[src/rtl/diff_manch_decoder.sv]
// diff_manch_decoder: differential Manchester receiver; oversampled mid-bit lock, bit/valid/lock/err outputs.
// Define DIFF_MANCH_DEC_ERRCNT_EN to add a saturating 8-bit err_cnt output.
module diff_manch_decoder #(
  parameter int HB          = 4,
  parameter int TOL         = 1,
  parameter int SYNC_STAGES = 2
) (
  input  logic       clk,
  input  logic       rst,
  input  logic       d,
`ifdef DIFF_MANCH_DEC_ERRCNT_EN
  output logic [7:0] err_cnt,
`endif
  output logic       q,
  output logic       q_valid,
  output logic       locked,
  output logic       err
);
  localparam int MAX = 2*HB+TOL+1;
  localparam int CW  = $clog2(MAX+1);
  typedef enum logic {HUNT, DATA} state_t;
  state_t state_q, state_d;
  logic [SYNC_STAGES-1:0] sync_q;
  logic prev_q, edge_q;
  logic [CW-1:0] cnt_q, cnt_d, cnt_sat;
  logic [CW:0] nx;
  logic seen_q, seen_d, q_q, q_d, vld_q, vld_d, lock_q, lock_d, err_q, err_d;
  logic in_b, in_m, viol;
  // nx counts the current cycle too, so an edge gap of g clks compares as g
  assign nx      = (CW+1)'(cnt_q) + (CW+1)'(1);
  assign cnt_sat = (nx >= (CW+1)'(MAX)) ? CW'(MAX) : CW'(nx);
  assign in_b    = nx >= (CW+1)'(HB-TOL) && nx <= (CW+1)'(HB+TOL);
  assign in_m    = nx >= (CW+1)'(2*HB-TOL) && nx <= (CW+1)'(2*HB+TOL);
  always_comb begin
    state_d = state_q;
    cnt_d   = cnt_sat;
    seen_d  = seen_q;
    q_d     = q_q;
    vld_d   = 1'b0;
    lock_d  = lock_q;
    err_d   = 1'b0;
    viol    = 1'b0;
    if (state_q == HUNT) begin
      if (edge_q) begin
        cnt_d = '0;
        if (in_m) begin
          state_d = DATA;
          lock_d  = 1'b1;
          seen_d  = 1'b0;
        end
      end
    end else if (edge_q) begin
      if (in_b && !seen_q) seen_d = 1'b1;
      else if (in_m) begin
        q_d    = ~seen_q;
        vld_d  = 1'b1;
        cnt_d  = '0;
        seen_d = 1'b0;
      end else viol = 1'b1;
    end else viol = nx == (CW+1)'(MAX);
    if (viol) begin
      err_d   = 1'b1;
      lock_d  = 1'b0;
      state_d = HUNT;
      cnt_d   = '0;
      seen_d  = 1'b0;
    end
  end
  always_ff @(posedge clk) begin
    if (rst) begin
      sync_q  <= '0;
      prev_q  <= 1'b0;
      edge_q  <= 1'b0;
      state_q <= HUNT;
      cnt_q   <= '0;
      seen_q  <= 1'b0;
      q_q     <= 1'b0;
      vld_q   <= 1'b0;
      lock_q  <= 1'b0;
      err_q   <= 1'b0;
    end else begin
      sync_q  <= {sync_q[SYNC_STAGES-2:0], d};
      prev_q  <= sync_q[SYNC_STAGES-1];
      edge_q  <= sync_q[SYNC_STAGES-1] ^ prev_q;
      state_q <= state_d;
      cnt_q   <= cnt_d;
      seen_q  <= seen_d;
      q_q     <= q_d;
      vld_q   <= vld_d;
      lock_q  <= lock_d;
      err_q   <= err_d;
    end
  end
`ifdef DIFF_MANCH_DEC_ERRCNT_EN
  logic [7:0] err_cnt_q;
  always_ff @(posedge clk) begin
    if (rst) err_cnt_q <= '0;
    else if (err_q && err_cnt_q != 8'hff) err_cnt_q <= err_cnt_q + 8'd1;
  end
  assign err_cnt = err_cnt_q;
`endif
  assign q       = q_q;
  assign q_valid = vld_q;
  assign locked  = lock_q;
  assign err     = err_q;
endmodule

[config.mk]
export PLATFORM = sky130hd
export DESIGN_NAME = diff_manch_decoder
export DESIGN_NICKNAME = d
export VERILOG_FILES = /design/src/rtl/diff_manch_decoder.sv
export SDC_FILE = /design/constraint.sdc
export NUM_CORES = 1
export LEC_CHECK = 0
export CAP_MARGIN = 40
export CORE_MARGIN = 2
export CORE_UTILIZATION = 58
export DETAILED_ROUTE_END_ITERATION = 12
export GPL_TIMING_DRIVEN = 0
export PLACE_DENSITY = 0.8
export SLEW_MARGIN = 20
export SYNTH_ARGS = -nofsm -noshare
export SYNTH_HDL_FRONTEND = slang
export SYNTH_SLANG_ARGS = --single-unit
[constraint.sdc]
create_clock -name clk -period 3.9 [get_ports clk]
set_input_delay 0.39 -clock clk [delete_from_list [all_inputs] [get_ports clk]]
set_output_delay 0.39 -clock clk [all_outputs]
set_load 0.01 [all_outputs]
==> impl_metrics.json <==
{
  "io_pins": 7,
  "gr-usage-all-layers_pct": 23.81,
  "multiInputGateArea_um2": 471.7,
  "p_clk_share_pct": 32.3,
  "wl_per_cell_um": 13.28,
  "layout_min_cycle_time_ns": 2.415,
  "cts_resized": 0,
  "nets": 106,
  "finalHoldViolCount": 0,
  "drt_iter0_drc": 24,
  "syn_to_final_growth_pct": 14.56,
  "p_switching_mw": 0.08488,
  "endpoint_kind": "flip-flop",
  "outcome": "complete, no violations",
  "yosysUniqueCellTypes": 39,
  "rsz0062_at_grt": "false",
  "netSwitchingFraction_pct": 26.80,
  "crit_arrival_ns": 2.61,
  "routed_wl_mm": 1.501,
  "grt_pass1_wl_mm": 2.546,
  "cts_sinks": 14,
  "drv_slew": 0,
  "max_slew_margin_pct": 71.46,
  "worstHoldStart": "sync_q[0]",
  "yosysWarnings": 0,
  "r2r-end": "cnt_q[3]",
  "finalCritPeriodShare_pct": 61.92,
  "worst-path-max-fanout": 10,
  "hp-class": "reg -> reg",
  "clockBufferDepth": 2,
  "drt-vias-per-instance": 5.991,
  "grt_overflow": 0,
  "drcViolationCount": 0,
  "vias": 677,
  "numPortBuffers": 6,
  "antenna_found_initial": 0,
  "cts_hold_buf": 0,
  "chipWidth_um": 40.93,
  "synthFlopType": "dfxtp_1",
  "power.internal_mw": 0.2318,
  "crit_chain": "inv_1, ha_1, nand2b_1, or3b_1, nand3_2, nand4_2, a41o_4, nor3_1",
  "path_class": "reg -> reg",
  "rows": 13,
  "grt_pass1_vias": 566,
  "antennaDiodeCount": 0,
  "postLayoutCellArea_um2": 905.9,
  "cpPeakStageDelay_ns": 0.53,
  "rrSetupSlack_ns": 1.49,
  "tritoncts": "done",
  "synth_seq_area_share_pct": 35.44,
  "startpoint_type": "flip-flop",
  "tns_ns": 0,
  "grt_max_degree": 11,
  "ys_async_sr_fraction_pct": 0,
  "worstHoldEndpoint": "sync_q[1]",
  "h-tree-depth": 1,
  "core_area_um2": 1285,
  "seqPwrFrac_pct": 49.5,
  "mostFrequentLayoutCells": "14 x dfxtp_1, 8 x nor2_1, 7 x inv_1",
  "setup_viol": 0,
  "die_y_um": 40.93,
  "synth-edff-count": 0,
  "slowest_stage": "dfxtp_1",
  "fin_worst_skew_ns": 0.01060,
  "num-fill-cells": 102,
  "drt_first_pass_iters": 4,
  "postCtsSetupRepairBufs": 0,
  "numCtsBuffers": 3,
  "syn_inst": 88,
  "drive_above_1_share_pct": 13.27,
  "syn-cell-area_um2": 790.8,
  "path_clk_slew_ns": 0.07,
  "seqCellArea_um2": 280.3,
  "syn_nets": 95,
  "max_freq_mhz": 414.1,
  "die_area_um2": 1675,
  "clk_latency_ns": 0.28,
  "start_util_pct": 61.54,
  "p_leak_nw": 0.3502,
  "irDropWorstVdd_mv": 0.2787,
  "ff2ff_path_depth": 8,
  "syn_avg_cell_area_um2": 8.986,
  "fin_util_pct": 70.50,
  "worstMarginPinSlew_ns": 0.4162,
  "comb_power_share_pct": 18.2,
  "synth-seq-cells": 14,
  "ant_nets": 0,
  "dpl-instance-area_um2": 869.6,
  "gp_congestion": 0.8379,
  "place_hpwl_mm": 1.135,
  "p_per_area_nw_per_um2": 349.6,
  "holdPathStages": 1,
  "final_common_cell": "dfxtp_1",
  "r2r_start": "cnt_q[0]",
  "drv_cap": 0,
  "clock-root-buffer": "clkbuf_4",
  "worstPathRequired_ns": 4.09
}
## sequential cells by signal, summed over array words and instances (netlist names)
| name | cells |
|---|---|
| q | 1 |
| seen_q | 1 |
| state_q | 1 |
| err | 1 |
| edge_q | 1 |
| sync_q | 2 |
| prev_q | 1 |
| locked | 1 |
| cnt_q | 4 |
| q_valid | 1 |
## cell families after synthesis
group / Yosys count / share of synthesized area (%)
multiplexers: 1 / 1.266
AO/OA/AOI/OAI: 21 / 21.84
AND/OR/NAND/NOR: 37 / 28.01
flip-flops: 14 / 35.44
adder cells (fa/ha/maj): 4 / 6.329
buffers and inverters: 9 / 4.905
XOR/XNOR: 2 / 2.216
## worst max-delay path: cells and delay by family, from the launching register on
family | cells | cell delay (ns)
buf+inv | 1 | 0.14
compound gates | 1 | 0.31
fa+ha+maj | 1 | 0.39
simple gates | 5 | 0.97
flops | 1 | 0.53
## how the worst max path moves through the flow
stage | slack [ns] | cells after the start | end | startpoint
finish | 1.49 | 8 | cnt_q[3] | cnt_q[0]
detailed placement | 1.50 | 8 | cnt_q[3] | cnt_q[0]
floorplan | 1.77 | 8 | cnt_q[1] | cnt_q[0]
CTS | 1.49 | 8 | cnt_q[3] | cnt_q[0]
global placement | 1.56 | 8 | cnt_q[3] | cnt_q[0]
global route | 1.24 | 8 | cnt_q[3] | cnt_q[0]
## through the flow
stage	worst slack (ns)	power [mW]	instances	hold WS, ns
after global placement	1.562	0.2144	109	0.4211
after detailed placement	1.503	0.2167	109	0.4515
final	1.485	0.3167	113	0.4576
after CTS	1.490	0.3192	113	0.4638
after floorplan	1.766	0.2019	88	0.4138
after global routing	1.239	0.3318	113	0.4793
## area by class of cell
class                      instances  share of cell area [%]
buffer                             2                   1.381
clock buffer                       4                   4.006
inverter                           7                   2.901
multi-input combinational         65                   52.07
sequential                        14                   30.94
tap                               15                   2.072
timing repair buffer               6                   6.630
## Yosys cell counts, drive strengths merged (2+ instances only)
cell    instances  area share [%]
nor2b           5             4.0
nand2b          3             2.4
nand3           2             1.9
nor3b           2             1.9
dfxtp          14              35
buf             2             1.6
nand2           3             1.4
o21bai          2             1.9
nor2            8             3.8
a21oi           4             2.5
inv             7             3.3
o22a            2             2.2
nand4           2             2.4
nand3b          2             1.9
a21bo           2             2.5
nor3            5             3.2
ha              4             6.3
## routing by layer
metal  vias up  track usage, %  share of wire (%)
met3         6           8.696                5.9
met5         -               0                  0
met4         0           13.33                2.5
met2        23           32.81                 44
li1        338               -                  -
met1       310           31.46                 48
## power groups by stage
stage | combinational, mW | sequential (mW) | clock [mW]
CTS | 0.0568 | 0.156 | 0.106
global route | 0.0641 | 0.157 | 0.110
finish | 0.0576 | 0.157 | 0.102
global placement | 0.0550 | 0.159 | 0
floorplan | 0.0446 | 0.157 | 0
detailed placement | 0.0571 | 0.160 | 0
No activity file was read; power rests on OpenSTA's default activity.
